===== config.mk =====
export PLATFORM = sky130hd
export DESIGN_NAME = rv32i_mem_stage_hs_flat
export DESIGN_NICKNAME = d
export VERILOG_FILES = /design/src/rtl/rv32i_mem_stage_hs_if.sv /design/src/rtl/rv32i_mem_stage_hs.sv /design/src/flat_wrapper.sv
export SDC_FILE = /design/constraint.sdc
export NUM_CORES = 1
export LEC_CHECK = 0
export ABC_AREA = 1
export ABC_CLOCK_PERIOD_IN_PS = 12300
export CAP_MARGIN = 20
export CORE_ASPECT_RATIO = 0.75
export CORE_MARGIN = 8
export CORE_UTILIZATION = 35
export CTS_CLUSTER_SIZE = 24
export DETAILED_ROUTE_END_ITERATION = 8
export PLACE_DENSITY = 0.65
export SLEW_MARGIN = 40
export SYNTH_ARGS = -nofsm -noshare
export SYNTH_HDL_FRONTEND = slang
export SYNTH_SLANG_ARGS = --single-unit
export TNS_END_PERCENT = 50

===== constraint.sdc =====
create_clock -name clk -period 12.3 [get_ports clk]
set_input_delay 3.075 -clock clk [delete_from_list [all_inputs] [get_ports clk]]
set_output_delay 3.075 -clock clk [all_outputs]
set_load 0.005 [all_outputs]

===== src/rtl/rv32i_mem_stage_hs_if.sv =====
// rv32i_mem_stage_hs_if -- one load/store bus port of the RV32I memory stage.
// The stage owns two of these (memory and IO).
//   req   : access request, held high until ack or abandonment
//   we    : 1 = write, 0 = read
//   be    : byte-lane enables
//   addr  : word address (byte address bits [31:2])
//   wdata : write data, already replicated into the enabled lanes
//   rdata : read data, sampled in the ack cycle
//   ack   : completion strobe from the target
// Handshake: the master raises req with we/be/addr/wdata and keeps them
// stable until the target pulses ack for one cycle. The access completes on
// the rising edge where req and ack are both high. The master may also drop
// req on its own after a timeout; an ack arriving after that is ignored.
interface rv32i_mem_stage_hs_if;
   logic        req;
   logic        we;
   logic [3:0]  be;
   logic [29:0] addr;
   logic [31:0] wdata;
   logic [31:0] rdata;
   logic        ack;

   modport master (output req, we, be, addr, wdata, input rdata, ack);
   modport slave  (input req, we, be, addr, wdata, output rdata, ack);
endinterface


===== src/rtl/rv32i_mem_stage_hs.sv =====
// rv32i_mem_stage_hs -- RV32I memory stage with a request/ack bus port.
// The stage passes ALU results through in one cycle. It rejects misaligned
// or unsupported-width accesses in one cycle. Aligned loads and stores go to
// the memory or IO port, selected by address bit IO_SEL_BIT. While an access
// is outstanding, the stage stalls upstream until ack or timeout.
// Ports:
//   clk, reset             : clock, async active-high reset
//   valid_in .. wb_reg_in  : EX-side operation (held by upstream while stall_out)
//   stall_out              : high while an access is outstanding (state WAIT)
//   mem, io                : bus ports (master side)
//   valid_out .. misalign  : WB-side result; valid/fault/misalign are 1-cycle pulses
//   df_mem_*               : forwarding view of the WB-side result
//   state_dbg              : current FSM state (0 IDLE, 1 WAIT)
module rv32i_mem_stage_hs #(
   parameter int IO_SEL_BIT = 31,
   parameter int TIMEOUT    = 16
) (
   input  logic        clk,
   input  logic        reset,
   input  logic        valid_in,
   input  logic [31:0] pc_in,
   input  logic [31:0] iw_in,
   input  logic [31:0] alu_in,
   input  logic [31:0] rs2_data_in,
   input  logic        w_en_in,
   input  logic        wb_en_in,
   input  logic [4:0]  wb_reg_in,
   output logic        stall_out,
   rv32i_mem_stage_hs_if.master mem,
   rv32i_mem_stage_hs_if.master io,
   output logic        valid_out,
   output logic [31:0] pc_out,
   output logic [31:0] iw_out,
   output logic [31:0] wb_data_out,
   output logic        wb_en_out,
   output logic [4:0]  wb_reg_out,
   output logic        fault_out,
   output logic        misalign_out,
   output logic        df_mem_enable,
   output logic [4:0]  df_mem_reg,
   output logic [31:0] df_mem_data,
   output logic        state_dbg
);

   typedef enum logic {S_IDLE = 1'b0, S_WAIT = 1'b1} state_t;

   // WAIT cycles are counted from 0; the last allowed one has count TIMEOUT-1.
   localparam logic [7:0] LAST_CNT = 8'(TIMEOUT - 1);

   state_t      state;
   logic [7:0]  cnt;

   // Operation captured at the start of an access.
   logic [31:0] cap_pc, cap_iw, cap_alu;
   logic [4:0]  cap_wb_reg;
   logic        cap_wb_en, cap_load, cap_io;

   // Bus request registers shared by both ports; only the selected port sees them.
   logic        req_q, we_q;
   logic [3:0]  be_q;
   logic [29:0] addr_q;
   logic [31:0] wdata_q;

   // Decode of the incoming operation.
   logic [2:0]  f3;
   logic        is_store, is_load, is_ls, bad_width, misalign;
   logic [3:0]  new_be;
   logic [31:0] new_wdata;

   always_comb begin
      f3        = iw_in[14:12];
      is_store  = w_en_in;
      is_load   = (iw_in[6:0] == 7'b0000011) && !w_en_in;
      is_ls     = is_load || is_store;
      // 011, 110 and 111 are not legal load/store widths; reject like misaligned.
      bad_width = (f3 == 3'b011) || (f3[2:1] == 2'b11);
      misalign  = bad_width
                  || (f3[1:0] == 2'b01 && alu_in[0])
                  || (f3[1:0] == 2'b10 && alu_in[1:0] != 2'b00);
      new_be    = 4'b1111;
      new_wdata = 32'h0;
      if (is_store) begin
         case (f3[1:0])
            2'b00: begin
               new_be    = 4'b0001 << alu_in[1:0];
               new_wdata = {4{rs2_data_in[7:0]}};
            end
            2'b01: begin
               new_be    = 4'b0011 << alu_in[1:0];
               new_wdata = {2{rs2_data_in[15:0]}};
            end
            default: begin
               new_be    = 4'b1111;
               new_wdata = rs2_data_in;
            end
         endcase
      end
   end

   // Response from the selected port; the other port is ignored entirely.
   logic        sel_ack;
   logic [31:0] sel_rdata, shifted;
   logic [7:0]  ld_byte;
   logic [15:0] ld_half;
   logic [31:0] load_data;

   always_comb begin
      sel_ack   = cap_io ? io.ack : mem.ack;
      sel_rdata = cap_io ? io.rdata : mem.rdata;
      shifted   = sel_rdata >> {cap_alu[1:0], 3'b000};
      ld_byte   = shifted[7:0];
      ld_half   = cap_alu[1] ? sel_rdata[31:16] : sel_rdata[15:0];
      case (cap_iw[14:12])
         3'b000:  load_data = {{24{ld_byte[7]}}, ld_byte};
         3'b001:  load_data = {{16{ld_half[15]}}, ld_half};
         3'b100:  load_data = {24'h0, ld_byte};
         3'b101:  load_data = {16'h0, ld_half};
         default: load_data = sel_rdata;
      endcase
   end

   always_ff @(posedge clk or posedge reset) begin
      if (reset) begin
         state        <= S_IDLE;
         cnt          <= 8'd0;
         cap_pc       <= 32'h0;
         cap_iw       <= 32'h0;
         cap_alu      <= 32'h0;
         cap_wb_reg   <= 5'd0;
         cap_wb_en    <= 1'b0;
         cap_load     <= 1'b0;
         cap_io       <= 1'b0;
         req_q        <= 1'b0;
         we_q         <= 1'b0;
         be_q         <= 4'h0;
         addr_q       <= 30'h0;
         wdata_q      <= 32'h0;
         valid_out    <= 1'b0;
         pc_out       <= 32'h0;
         iw_out       <= 32'h0;
         wb_data_out  <= 32'h0;
         wb_en_out    <= 1'b0;
         wb_reg_out   <= 5'd0;
         fault_out    <= 1'b0;
         misalign_out <= 1'b0;
      end else begin
         valid_out    <= 1'b0;
         fault_out    <= 1'b0;
         misalign_out <= 1'b0;
         case (state)
            S_IDLE: begin
               if (valid_in) begin
                  if (!is_ls || misalign) begin
                     valid_out    <= 1'b1;
                     misalign_out <= is_ls;
                     wb_en_out    <= is_ls ? 1'b0 : wb_en_in;
                     pc_out       <= pc_in;
                     iw_out       <= iw_in;
                     wb_reg_out   <= wb_reg_in;
                     wb_data_out  <= alu_in;
                  end else begin
                     cap_pc     <= pc_in;
                     cap_iw     <= iw_in;
                     cap_alu    <= alu_in;
                     cap_wb_reg <= wb_reg_in;
                     cap_wb_en  <= wb_en_in;
                     cap_load   <= is_load;
                     cap_io     <= alu_in[IO_SEL_BIT];
                     req_q      <= 1'b1;
                     we_q       <= is_store;
                     be_q       <= new_be;
                     addr_q     <= alu_in[31:2];
                     wdata_q    <= new_wdata;
                     cnt        <= 8'd0;
                     state      <= S_WAIT;
                  end
               end
            end
            S_WAIT: begin
               // Ack is checked before the timeout, so an ack in the last allowed cycle wins.
               if (sel_ack || cnt == LAST_CNT) begin
                  req_q      <= 1'b0;
                  state      <= S_IDLE;
                  valid_out  <= 1'b1;
                  pc_out     <= cap_pc;
                  iw_out     <= cap_iw;
                  wb_reg_out <= cap_wb_reg;
                  if (sel_ack && cap_load) begin
                     wb_data_out <= load_data;
                     wb_en_out   <= cap_wb_en;
                  end else begin
                     wb_data_out <= cap_alu;
                     wb_en_out   <= 1'b0;
                  end
                  fault_out <= !sel_ack;
               end else begin
                  cnt <= cnt + 8'd1;
               end
            end
            default: state <= S_IDLE;
         endcase
      end
   end

   // Outside an access both ports show all-zero request fields.
   logic mem_act, io_act;
   assign mem_act   = req_q && !cap_io;
   assign io_act    = req_q && cap_io;

   assign mem.req   = mem_act;
   assign mem.we    = mem_act && we_q;
   assign mem.be    = mem_act ? be_q : 4'h0;
   assign mem.addr  = mem_act ? addr_q : 30'h0;
   assign mem.wdata = mem_act ? wdata_q : 32'h0;

   assign io.req    = io_act;
   assign io.we     = io_act && we_q;
   assign io.be     = io_act ? be_q : 4'h0;
   assign io.addr   = io_act ? addr_q : 30'h0;
   assign io.wdata  = io_act ? wdata_q : 32'h0;

   assign stall_out     = (state == S_WAIT);
   assign state_dbg     = state;
   assign df_mem_enable = valid_out && wb_en_out;
   assign df_mem_reg    = wb_reg_out;
   assign df_mem_data   = wb_data_out;

endmodule


===== src/flat_wrapper.sv =====
// flat-port wrapper written by rule: the top's interface ports become plain ports
module rv32i_mem_stage_hs_flat 
#(
   parameter int IO_SEL_BIT = 31,
   parameter int TIMEOUT    = 16
)
  (clk, reset, valid_in, pc_in, iw_in, alu_in, rs2_data_in, w_en_in, wb_en_in, wb_reg_in, stall_out, valid_out, pc_out, iw_out, wb_data_out, wb_en_out, wb_reg_out, fault_out, misalign_out, df_mem_enable, df_mem_reg, df_mem_data, state_dbg, mem_req, mem_we, mem_be, mem_addr, mem_wdata, mem_rdata, mem_ack, io_req, io_we, io_be, io_addr, io_wdata, io_rdata, io_ack);
  rv32i_mem_stage_hs_if mem_i ();
  rv32i_mem_stage_hs_if io_i ();
  input  logic clk;
  input  logic reset;
  input  logic valid_in;
  input  logic [31:0] pc_in;
  input  logic [31:0] iw_in;
  input  logic [31:0] alu_in;
  input  logic [31:0] rs2_data_in;
  input  logic w_en_in;
  input  logic wb_en_in;
  input  logic [4:0] wb_reg_in;
  output logic stall_out;
  output logic valid_out;
  output logic [31:0] pc_out;
  output logic [31:0] iw_out;
  output logic [31:0] wb_data_out;
  output logic wb_en_out;
  output logic [4:0] wb_reg_out;
  output logic fault_out;
  output logic misalign_out;
  output logic df_mem_enable;
  output logic [4:0] df_mem_reg;
  output logic [31:0] df_mem_data;
  output logic state_dbg;
  output wire logic [$bits(mem_i.req)-1:0] mem_req;
  output wire logic [$bits(mem_i.we)-1:0] mem_we;
  output wire logic [$bits(mem_i.be)-1:0] mem_be;
  output wire logic [$bits(mem_i.addr)-1:0] mem_addr;
  output wire logic [$bits(mem_i.wdata)-1:0] mem_wdata;
  input wire logic [$bits(mem_i.rdata)-1:0] mem_rdata;
  input wire logic [$bits(mem_i.ack)-1:0] mem_ack;
  output wire logic [$bits(io_i.req)-1:0] io_req;
  output wire logic [$bits(io_i.we)-1:0] io_we;
  output wire logic [$bits(io_i.be)-1:0] io_be;
  output wire logic [$bits(io_i.addr)-1:0] io_addr;
  output wire logic [$bits(io_i.wdata)-1:0] io_wdata;
  input wire logic [$bits(io_i.rdata)-1:0] io_rdata;
  input wire logic [$bits(io_i.ack)-1:0] io_ack;
  assign mem_req = mem_i.req;
  assign mem_we = mem_i.we;
  assign mem_be = mem_i.be;
  assign mem_addr = mem_i.addr;
  assign mem_wdata = mem_i.wdata;
  assign mem_i.rdata = mem_rdata;
  assign mem_i.ack = mem_ack;
  assign io_req = io_i.req;
  assign io_we = io_i.we;
  assign io_be = io_i.be;
  assign io_addr = io_i.addr;
  assign io_wdata = io_i.wdata;
  assign io_i.rdata = io_rdata;
  assign io_i.ack = io_ack;
  rv32i_mem_stage_hs #(.IO_SEL_BIT(IO_SEL_BIT), .TIMEOUT(TIMEOUT)) u_core (.clk(clk), .reset(reset), .valid_in(valid_in), .pc_in(pc_in), .iw_in(iw_in), .alu_in(alu_in), .rs2_data_in(rs2_data_in), .w_en_in(w_en_in), .wb_en_in(wb_en_in), .wb_reg_in(wb_reg_in), .stall_out(stall_out), .mem(mem_i), .io(io_i), .valid_out(valid_out), .pc_out(pc_out), .iw_out(iw_out), .wb_data_out(wb_data_out), .wb_en_out(wb_en_out), .wb_reg_out(wb_reg_out), .fault_out(fault_out), .misalign_out(misalign_out), .df_mem_enable(df_mem_enable), .df_mem_reg(df_mem_reg), .df_mem_data(df_mem_data), .state_dbg(state_dbg));
endmodule

== After elaboration in Yosys (flattened, before gate mapping) ==
Index checks and enable logic that the tools add are counted.
Widths: inputs -> output; s select.
Storage, ports and cells
  register bits after elaboration: 286
  bits in latches: 0
  RAM bits: 0
  bits in read-only memories: 0
  output and inout port bits: 281
  logic and storage cells: 126
  memories: 0
Cells by class
  add/subtract/negate cells: 1
  multiply operators: 0
  div/mod/pow operators: 0
  magnitude comparators: 0
  equality and inequality tests: 14
  shifts and indexed selects: 3
  mux-type cells: 58
  bitwise logic cells: 2
  reductions and logical operators: 26
Operators by type and width (number)
  $mux 32: 14
  $pmux 32 s2: 4
  $pmux 32 s4: 1
  $mux 30: 2
  $shr 32x5->8: 1
  $mux 8: 3
  $mux 1: 20
  $mux 16: 1
  $pmux 8 s2: 1
  $mux 5: 3
  $mux 4: 3
  $reduce_and 3->1: 4
  $pmux 5 s2: 1
  $logic_and 1x1->1: 9
  $add 8x1->8 const B: 1
  $eq 8x4->1 const B: 1
  $ne 2x2->1 const B: 4
  $pmux 1 s2: 4
  $pmux 4 s2: 1
  $eq 7x2->1 const B: 1
  $eq 3x3->1 const B: 2
  $logic_or 1x1->1: 6
  $eq 2x2->1 const B: 2
  $logic_not 1->1: 4
  10 further kinds: 11

== Logic depth before layout (Yosys ltp) ==
Gate-level depths: netlist of run 1.
  depth after elaboration: 8
  mapped depth: 15
  mapped depth without buffers: 13

== Worst setup path after synthesis of run 1 ==
OpenSTA, ideal clock, no wires.
  path type: register to output
  start: register u_core.cap_alu[31] (netlist name)
  end: output port io_addr[29]
  data arrival time: 1580 ps
  data required time: 9225 ps
  path slack: 7645 ps
  cell stages (with the launch flop): 8
  cells stage by stage: dfrtp_1 > buf_4 > buf_2 > nand2_1 > clkbuf_1 > clkbuf_1 > inv_1 > buf_4
RTL lines
  end, declared: RTL line flat_wrapper.sv:43  | output wire logic [$bits(io_i.addr)-1:0] io_addr;

== Final worst setup path of run 1 ==
  start: input port iw_in[13]
  end: register u_core.wb_data_out[11] (netlist: u_core.df_mem_data[11])
On the way
  longest elaborated chain between the ends: 7
RTL lines
  start, declared: RTL line flat_wrapper.sv:14  | input logic [31:0] iw_in;
  $eq 3x2->1 (tied with other cells): RTL line rv32i_mem_stage_hs.sv:76  | bad_width = (f3 == 3'b011) || (f3[2:1] == 2'b11);
  $logic_or 1x1->1 / $logic_and 1x1->1 (equally long branches): RTL line rv32i_mem_stage_hs.sv:76, rv32i_mem_stage_hs.sv:78
  $logic_or 1x1->1: RTL line rv32i_mem_stage_hs.sv:78  | || (f3[1:0] == 2'b01 && alu_in[0])
  $logic_or 1x1->1 (*): RTL line rv32i_mem_stage_hs.sv:79  | || (f3[1:0] == 2'b10 && alu_in[1:0] != 2'b00);
  $logic_or 1x1->1 (*): RTL line rv32i_mem_stage_hs.sv:153  | if (!is_ls || misalign) begin
  $ne 2x1->1 (no line) (*)
  $reduce_and 3->1 (no line) (*)
  end signal, assigned: RTL line rv32i_mem_stage_hs.sv:160  | wb_data_out <= alu_in;
  end signal, assigned: RTL line rv32i_mem_stage_hs.sv:189  | wb_data_out <= load_data;
  end signal, assigned: RTL line rv32i_mem_stage_hs.sv:192  | wb_data_out <= cap_alu;
  end, declared: RTL line rv32i_mem_stage_hs.sv:34  | output logic [31:0] wb_data_out,
Mark *: on every way between the ends. The rest lies on a longest branch, timed or not.
A chain may end at the register's enable or synchronous reset.

==> results of run 1 <==
-- layout make-up --
class,instances,area [um2],share of cell area
well taps,512,641,0.0333
inverters,200,768,0.0399
multi-input cells,1248,5540,0.288
repair buffers,493,4930,0.256
clock inverters,10,135,0.00702
flip-flops and latches,255,6380,0.332
diodes,5,12.5,0.000650
clock buffers,43,838,0.0435
-- Yosys cell counts (5+ instances only) --
master    number
nor3_1         5
inv_2          5
o22ai_1       29
nand2_1      483
a21oi_1      109
dfrtp_1      255
o21ai_0      196
o221ai_1       6
o21ai_1       78
buf_6         11
nand3_1       49
clkbuf_1      59
nor2_1       247
buf_1          9
o31ai_1        6
buf_2         30
buf_4         50
nor2_2         7
and2_1         7
inv_1        193
-- power by group through the flow --
stage / Clock [W] / Combinational, W / Sequential [W]
final: 0.000894 / 0.00136 / 0.00123
after global routing: 0.000952 / 0.00150 / 0.00126
after global placement: 0 / 0.00135 / 0.00124
after floorplan: 0 / 0.000690 / 0.00120
after CTS: 0.000917 / 0.00137 / 0.00123
after detailed placement: 0 / 0.00137 / 0.00125
-- critical path, stage by stage --
cell             delay [ns]
clkdlybuf4s50_1        0.84
inv_2                  0.30
nand3_1                0.17
nand2_1                0.10
nor2_4                 0.15
nand2_2                0.11
nand2_4                0.34
nand2_8                0.24
inv_4                  0.51
buf_6                  0.62
nor2_1                 0.08
nand2_1                0.09
nand2_1                0.05
-- cell families after synthesis --
| logic type | Yosys count | synth area share |
|---|---|---|
| fa+ha+maj | 1 | 0.000923 |
| xor+xnor | 3 | 0.00194 |
| compound gates | 429 | 0.165 |
| simple gates | 814 | 0.239 |
| other cells | 1 | 0.000277 |
| flops | 255 | 0.471 |
| buf+inv | 359 | 0.122 |
-- worst max path at each step --
stage / slack, ns / from / to
after detailed placement: 5.41 / iw_in[13] / u_core.df_mem_data[11]
after global placement: 5.30 / iw_in[13] / u_core.df_mem_data[11]
after floorplan: 2.21 / reset / u_core.addr_q[0]
after global routing: 5.65 / iw_in[13] / u_core.iw_out[30]
final: 5.96 / iw_in[13] / u_core.df_mem_data[11]
after CTS: 5.93 / u_core.cap_alu[31] / mem_wdata[26]
-- per-stage QoR --
| step | area, um2 | total power [W] | instances | worst slack, ns | util |
|---|---|---|---|---|---|
| floorplan | 13600 | 0.00189 | 1862 | 2.21 | - |
| global placement | 18200 | 0.00259 | 2708 | 5.30 | 0.477 |
| detailed placement | 18300 | 0.00262 | 2708 | 5.41 | 0.477 |
| CTS | 19200 | 0.00353 | 2761 | 5.93 | 0.503 |
| global route | 19300 | 0.00372 | 2766 | 5.65 | 0.503 |
| finish | 19300 | 0.00348 | 2766 | 5.96 | 0.503 |
-- layer usage --
metal | GRT usage | routed length [um] | up-vias
met5 | 0 | 10 | -
met4 | 0.0495 | 1180 | 2
met3 | 0.0608 | 4240 | 71
met2 | 0.364 | 24600 | 523
met1 | 0.279 | 21800 | 6429
li1 | - | - | 6583
==> impl_metrics.env, run 1 <==
export IMPL_vdd_ir_drop_max_mv=0.100
export IMPL_fmax_ghz=0.158
export IMPL_hold_buffers=0
export IMPL_grt_max_degree=131
export IMPL_post_cts_resized=0
export IMPL_fin_setup_tns_ns=0
export IMPL_grt_ovfl_total=0
export IMPL_drv_cap=0
export IMPL_rsz0062_at_grt="no"
export IMPL_finalMaxSlewViolations=0
export IMPL_clkTransAtPathRegs_ns=0.06
export IMPL_r2r_start="u_core.stall_out"
export IMPL_via_per_inst=4.92
export IMPL_synth_warnings=0
export IMPL_cts_made_buffers=29
export IMPL_hold_viol=0
export IMPL_hpwl_um=37600
export IMPL_final_common_cell="clkdlybuf4s50_1"
export IMPL_synth_main_ff_cell="dfrtp_1"
export IMPL_seq_power_share=0.354
export IMPL_skew_ns=0.0104
export IMPL_hold_path_cell_count=2
export IMPL_dieArea_mm2=0.0453
export IMPL_switching_share=0.350
export IMPL_synth_area_top_cells="dfrtp_1 47%, nand2_1 13%, o21ai_0 7.2%, nor2_1 6.8%, inv_1 5.3%"
export IMPL_drive_above_1_share=0.0391
export IMPL_place_gp_congestion=0.859
export IMPL_slew_limit_headroom=0.448
export IMPL_htree_levels=1
export IMPL_antenna_found_initial=6
export IMPL_cts_tree="done"
export IMPL_pwr_density_cell_mw_per_mm2=181
export IMPL_syn_inst=1862
export IMPL_ys_async_sr_fraction=1.00
export IMPL_r2r_slack_ns=8.44
export IMPL_clkPwrFrac=0.257
export IMPL_reg2reg_to="u_core.df_mem_data[11]"
export IMPL_die_w_um=243
export IMPL_drt_antenna_violating_nets=0
export IMPL_crit_required_ns=12.75
export IMPL_num_vias=13608
export IMPL_io_pins=485
export IMPL_arrival_ns=6.79
export IMPL_period_share=0.516
export IMPL_insertion_delay_ns=0.56
export IMPL_drtIter0Drc=971
export IMPL_wire_per_inst_um=18.7
export IMPL_yosys_cell_types_count=38
export IMPL_cts_sinks=255
export IMPL_synth_seq_cells=255
export IMPL_leakagePower_nw=8.87
export IMPL_cp_start_kind="input pin"
export IMPL_setup_violations=0
export IMPL_fill_cells=3639
export IMPL_syn_area_mm2=0.0136
export IMPL_drt_total_wl_um=51800
export IMPL_root_buffer="clkbuf_16"
export IMPL_hold_class="reg2reg"
export IMPL_reg2reg_depth=11
export IMPL_cts_buffer_depth=3
export IMPL_synth_edff_count=0
export IMPL_worstMarginPinSlew_ns=0.829
export IMPL_hold_start="u_core.cap_iw[27]"
export IMPL_cts_setup_buffers=0
export IMPL_nets=2432
export IMPL_synth_top_area_share=0.471
export IMPL_critPathKind="in2reg"
export IMPL_start_util=0.354
export IMPL_groute_usage_overall=0.218
export IMPL_syn_num_nets=2067
export IMPL_fin_crit_ns=6.34
export IMPL_yosysSeqAreaShare=0.471
export IMPL_intPower_w=0.00226
export IMPL_drc=0
export IMPL_core_area_mm2=0.0382
export IMPL_cp_max_fo=94
export IMPL_grt_pass1_vias=13322
export IMPL_area_growth_pct=42.1
export IMPL_place_port_buffers=483
export IMPL_switchingPower_w=0.00122
export IMPL_die_h_um=186
export IMPL_avgSynthCellArea_um2=7.28
export IMPL_p_comb_frac=0.389
export IMPL_yosysTopAreaCell="dfrtp_1"
export IMPL_status="complete, no violations"
export IMPL_firstDrtPassIters=5
export IMPL_grt_first_pass_wirelength_um=79600
export IMPL_whs_ns=0.481
export IMPL_core_rowCount=62
export IMPL_hold_end="u_core.cap_iw[27]"
export IMPL_final_cell_mix="483 x clkdlybuf4s50_1, 478 x nand2_1, 254 x dfrtp_1"
export IMPL_cp_end_kind="flip-flop"
Power figures use the tool's default switching activity.
==> run 2, diff against run 1 <==
ABC_CLOCK_PERIOD_IN_PS = 5350   (was 12300)
PLACE_DENSITY = 0.68   (was 0.65)
clock period = 5.35 ns   (was 12.3 ns; I/O delays follow)
==> impl_metrics.env, run 2 (synthesis results as in run 1) <==
export IMPL_grt_pass1_vias=13429
export IMPL_drv_cap=0
export IMPL_cp_endpoint="io_wdata[3]"
export IMPL_drt_total_wl_um=50800
export IMPL_cts_setup_buffers=0
export IMPL_fin_setup_tns_ns=0
export IMPL_hold_class="reg2reg"
export IMPL_clkTransAtPathRegs_ns=0.06
export IMPL_reg2reg_depth=10
export IMPL_r2r_start="u_core.cap_alu[31]"
export IMPL_worstSetupStartpoint="u_core.cap_alu[31]"
export IMPL_hold_buffers=0
export IMPL_max_stage_delay_ns=0.52
export IMPL_via_per_inst=4.91
export IMPL_grt_ovfl_total=0
export IMPL_critPathKind="reg2out"
export IMPL_insertion_delay_ns=0.55
export IMPL_firstDrtPassIters=5
export IMPL_groute_usage_overall=0.214
export IMPL_rsz0062_at_grt="no"
export IMPL_p_comb_frac=0.394
export IMPL_crit_required_ns=4.01
export IMPL_drtIter0Drc=1017
export IMPL_die_w_um=243
export IMPL_finalMaxSlewViolations=0
export IMPL_hold_viol=0
export IMPL_antenna_found_initial=1
export IMPL_skew_ns=0.0139
export IMPL_die_h_um=186
export IMPL_htree_levels=1
export IMPL_start_util=0.354
export IMPL_clkPwrFrac=0.249
export IMPL_switching_share=0.352
export IMPL_fin_crit_ns=4.22
export IMPL_slew_limit_headroom=0.466
export IMPL_arrival_ns=2.88
export IMPL_intPower_w=0.00515
export IMPL_drive_above_1_share=0.0399
export IMPL_seq_power_share=0.357
export IMPL_cp_max_fo=51
export IMPL_timing_final_ws_setup_ns=1.13
export IMPL_post_cts_resized=0
export IMPL_fmax_ghz=0.237
export IMPL_root_buffer="clkbuf_16"
export IMPL_setup_violations=0
export IMPL_dp_slack_ns=0.782
export IMPL_cts_buffer_depth=3
export IMPL_vdd_ir_drop_max_mv=0.209
export IMPL_path_common_cell="buf_4"
export IMPL_wire_per_inst_um=18.4
export IMPL_switchingPower_w=0.00279
export IMPL_multi_input_area_mm2=0.00553
export IMPL_hold_start="u_core.cap_pc[17]"
export IMPL_drc=0
export IMPL_r2r_slack_ns=2.38
export IMPL_ff_latch_area_mm2=0.00638
export IMPL_cpMaxStageDelayCell="clkdlybuf4s50_1"
export IMPL_worstMarginPinSlew_ns=0.801
export IMPL_crit_chain="buf_4 > nand2_2 > buf_4 > nor2_1 > clkdlybuf4s50_1"
export IMPL_place_port_buffers=483
export IMPL_period_share=0.788
export IMPL_cts_sinks=255
export IMPL_hpwl_um=37600
export IMPL_num_vias=13565
export IMPL_cts_tree="done"
export IMPL_grt_first_pass_wirelength_um=78700
export IMPL_drt_antenna_violating_nets=0
export IMPL_core_rowCount=62
export IMPL_place_gp_congestion=0.846
export IMPL_io_pins=485
export IMPL_cts_made_buffers=29
export IMPL_core_area_mm2=0.0382
export IMPL_grt_max_degree=129
export IMPL_fill_cells=3671
export IMPL_final_common_cell="clkdlybuf4s50_1"
export IMPL_fin_area_mm2=0.0193
export IMPL_area_growth_pct=42.1
export IMPL_post_dp_cell_area_mm2=0.0183
export IMPL_leakagePower_nw=8.87
export IMPL_cp_end_kind="output pin"
export IMPL_nets=2438
export IMPL_status="complete, no violations"
export IMPL_dieArea_mm2=0.0453
export IMPL_pwr_density_cell_mw_per_mm2=412
export IMPL_cp_start_kind="flip-flop"
export IMPL_n_antenna_cell=0
export IMPL_final_cell_mix="483 x clkdlybuf4s50_1, 480 x nand2_1, 254 x dfrtp_1"
export IMPL_reg2reg_to="u_core.pc_out[11]"
run 2: cell count changes in the layout (fill, tap and decap cells not counted):
cell	before	now
nand2_4	3	2
bufinv_16	3	2
buf_6	4	1
buf_4	5	11
clkbuf_8	7	5
inv_12	1	0
clkinv_4	0	2
inv_6	2	0
clkinvlp_4	1	3
diode_2	5	0
buf_12	0	4
clkinv_2	4	3
nand2_2	5	4
nand2_1	478	480
run 2: routing by layer:
metal,part of all wire,GRT usage
met4,0.024,0.0470
met3,0.076,0.0485
met1,0.42,0.274
met5,0.00026,0
met2,0.48,0.367
run 2: worst min path at each step:
stage	cells after the start	slack (ns)	endpoint
floorplan	2	0.45	u_core.cap_iw[0]
global placement	2	0.46	u_core.cap_iw[10]
detailed placement	2	0.47	u_core.cap_pc[21]
CTS	2	0.48	u_core.cap_pc[21]
global route	2	0.50	u_core.cap_iw[21]
finish	2	0.48	u_core.cap_pc[17]
run 2: power by group through the flow:
stage	logic [W]	clock network (W)	registers, W
finish	0.00313	0.00197	0.00284
global route	0.00346	0.00210	0.00290
CTS	0.00318	0.00203	0.00283
detailed placement	0.00316	0	0.00286
global placement	0.00311	0	0.00285
floorplan	0.00159	0	0.00276
run 2: critical path, delay by kind of cell (launching register included):
family                 cells  cell delay (ns)
buffers and inverters      3             1.31
DFF                        1             0.36
and+or+nand+nor            2             0.59
run 2: metrics by stage:
| stage | total power (W) | hold slack (ns) | std cells | util |
|---|---|---|---|---|
| after floorplan | 0.00435 | 0.448 | 1862 | - |
| after global placement | 0.00596 | 0.461 | 2714 | 0.479 |
| after detailed placement | 0.00602 | 0.469 | 2714 | 0.479 |
| after CTS | 0.00804 | 0.484 | 2765 | 0.504 |
| after global routing | 0.00846 | 0.500 | 2765 | 0.504 |
| final | 0.00794 | 0.480 | 2765 | 0.504 |
run 2: final cells by class:
cell class	instances	area share
Timing Repair Buffer	499	0.260
Clock inverter	9	0.00559
Sequential cell	255	0.331
Inverter	200	0.0394
Clock buffer	42	0.0428
Tap cell	512	0.0333
Multi-Input combinational cell	1248	0.287
==> run 3, diff against run 2 <==
ABC_CLOCK_PERIOD_IN_PS = 3900   (was 5350)
PLACE_DENSITY = 0.65   (was 0.68)
clock period = 3.9 ns   (was 5.35 ns; I/O delays follow)
==> impl_metrics.env, run 3 (synthesis results as in run 1) <==
export IMPL_status="complete, no violations"
export IMPL_finalMaxSlewViolations=0
export IMPL_dieArea_mm2=0.0453
export IMPL_insertion_delay_ns=0.57
export IMPL_fin_crit_ns=3.44
export IMPL_drtIter0Drc=959
export IMPL_grt_use_met2=0.369
export IMPL_grt_max_degree=97
export IMPL_final_common_cell="clkdlybuf4s50_1"
export IMPL_postLayoutCoreUtil=0.512
export IMPL_cp_max_fo=64
export IMPL_post_cts_resized=0
export IMPL_cp_end_kind="output pin"
export IMPL_groute_usage_overall=0.218
export IMPL_via_per_inst=4.89
export IMPL_core_area_mm2=0.0382
export IMPL_cts_tree="done"
export IMPL_worstSetupStartpoint="u_core.cap_alu[31]"
export IMPL_drv_cap=0
export IMPL_num_vias=13600
export IMPL_fmax_ghz=0.291
export IMPL_cts_made_buffers=29
export IMPL_grt_ovfl_total=0
export IMPL_skew_ns=0.0118
export IMPL_cp_endpoint="mem_wdata[18]"
export IMPL_top_usage_layer="met2"
export IMPL_io_pins=485
export IMPL_start_util=0.354
export IMPL_hold_class="reg2reg"
export IMPL_arrival_ns=2.46
export IMPL_cts_buffer_depth=3
export IMPL_die_h_um=186
export IMPL_place_port_buffers=483
export IMPL_use_met1=0.277
export IMPL_r2r_slack_ns=1.22
export IMPL_die_w_um=243
export IMPL_core_rowCount=62
export IMPL_crit_required_ns=2.92
export IMPL_grt_first_pass_wirelength_um=79900
export IMPL_vdd_ir_drop_max_mv=0.262
export IMPL_pwr_density_cell_mw_per_mm2=576
export IMPL_max_stage_delay_ns=0.60
export IMPL_hold_start="u_core.cap_pc[26]"
export IMPL_hpwl_um=39300
export IMPL_critPathKind="reg2out"
export IMPL_grt_pass1_vias=13372
export IMPL_leakagePower_nw=9.04
export IMPL_hold_buffers=0
export IMPL_nets=2452
export IMPL_reg2reg_to="u_core.df_mem_data[14]"
export IMPL_final_cells=2781
export IMPL_reg2reg_depth=10
export IMPL_drt_antenna_violating_nets=0
export IMPL_final_cell_mix="483 x clkdlybuf4s50_1, 479 x nand2_1, 254 x dfrtp_1"
export IMPL_use_met3=0.0594
export IMPL_drt_total_wl_um=51600
export IMPL_area_growth_pct=44.4
export IMPL_firstDrtPassIters=7
export IMPL_slew_limit_headroom=0.499
export IMPL_place_gp_congestion=0.881
export IMPL_cts_sinks=255
export IMPL_clkTransAtPathRegs_ns=0.06
export IMPL_cp_start_kind="flip-flop"
export IMPL_crit_chain="inv_2 > nand2_2 > buf_4 > nor2_1 > clkdlybuf4s50_1"
export IMPL_cts_setup_buffers=0
export IMPL_drc=0
export IMPL_place_inst=2728
export IMPL_drive_above_1_share=0.0481
export IMPL_fin_setup_tns_ns=0
export IMPL_rsz0062_at_grt="no"
export IMPL_r2r_start="u_core.stall_out"
export IMPL_worstMarginPinSlew_ns=0.751
export IMPL_period_share=0.882
export IMPL_setup_violations=0
export IMPL_hold_viol=0
export IMPL_antenna_found_initial=3
export IMPL_htree_levels=1
export IMPL_root_buffer="clkbuf_16"
export IMPL_cpMaxStageDelayCell="buf_4"
export IMPL_wire_per_inst_um=18.5
==> run 3: cell count changes in the layout (fill, tap and decap cells not counted), sizes merged <==
| cell | change |
|---|---|
| buf | +14 |
| bufinv | +4 |
| clkbuf | -4 |
| clkinvlp | -2 |
| inv | +2 |
| clkinv | +1 |
| diode | +1 |
==> run 3: cell type report <==
cell class / count / area (um2)
Sequential cell: 255 / 6380
Clock buffer: 38 / 810
Fill cell: 3676 / 18700
Multi-Input combinational cell: 1248 / 5530
Inverter: 200 / 759
Timing Repair Buffer: 513 / 5190
Antenna cell: 1 / 2.50
Tap cell: 512 / 641
Clock inverter: 14 / 245
==> run 3: critical path, delay by kind of cell (launching register included) <==
kind          cells  cell delay (ns)
buf+inv           3             1.16
flops             1             0.40
simple gates      2             0.28
==> run 3: power breakdown <==
part / internal, W / leakage, nW / switching, W / total, W
clock network: 0.00186 / 0.522 / 0.00116 / 0.00302
registers: 0.00338 / 3.15 / 0.000541 / 0.00392
logic: 0.00213 / 5.37 / 0.00220 / 0.00433
total: 0.00737 / 9.04 / 0.00390 / 0.0113
==> run 3: stage by stage <==
stage	instance area [um2]	total power [W]	hold WS (ns)	worst slack, ns
final	19600	0.0113	0.478	0.461
after global routing	19600	0.0120	0.504	0.299
after CTS	19600	0.0114	0.483	0.384
after detailed placement	18500	0.00832	0.468	0.456
after global placement	18500	0.00824	0.461	0.427
after floorplan	13600	0.00596	0.448	-0.433
==> run 3: worst min path at each step <==
| stage | cells past startpoint | slack (ns) | to |
|---|---|---|---|
| 3_5_place_dp | 2 | 0.47 | u_core.cap_iw[24] |
| 3_3_place_gp | 2 | 0.46 | u_core.cap_iw[15] |
| 4_1_cts | 2 | 0.48 | u_core.cap_iw[15] |
| 5_1_grt | 2 | 0.50 | u_core.cap_pc[13] |
| 2_1_floorplan | 2 | 0.45 | u_core.cap_iw[0] |
| 6_report | 2 | 0.48 | u_core.cap_pc[26] |
==> run 3: per-layer routing <==
layer | share of wire | vias to the layer above
met5 | 0.00076 | -
met4 | 0.021 | 6
met3 | 0.078 | 66
met2 | 0.47 | 542
met1 | 0.43 | 6373
li1 | - | 6613
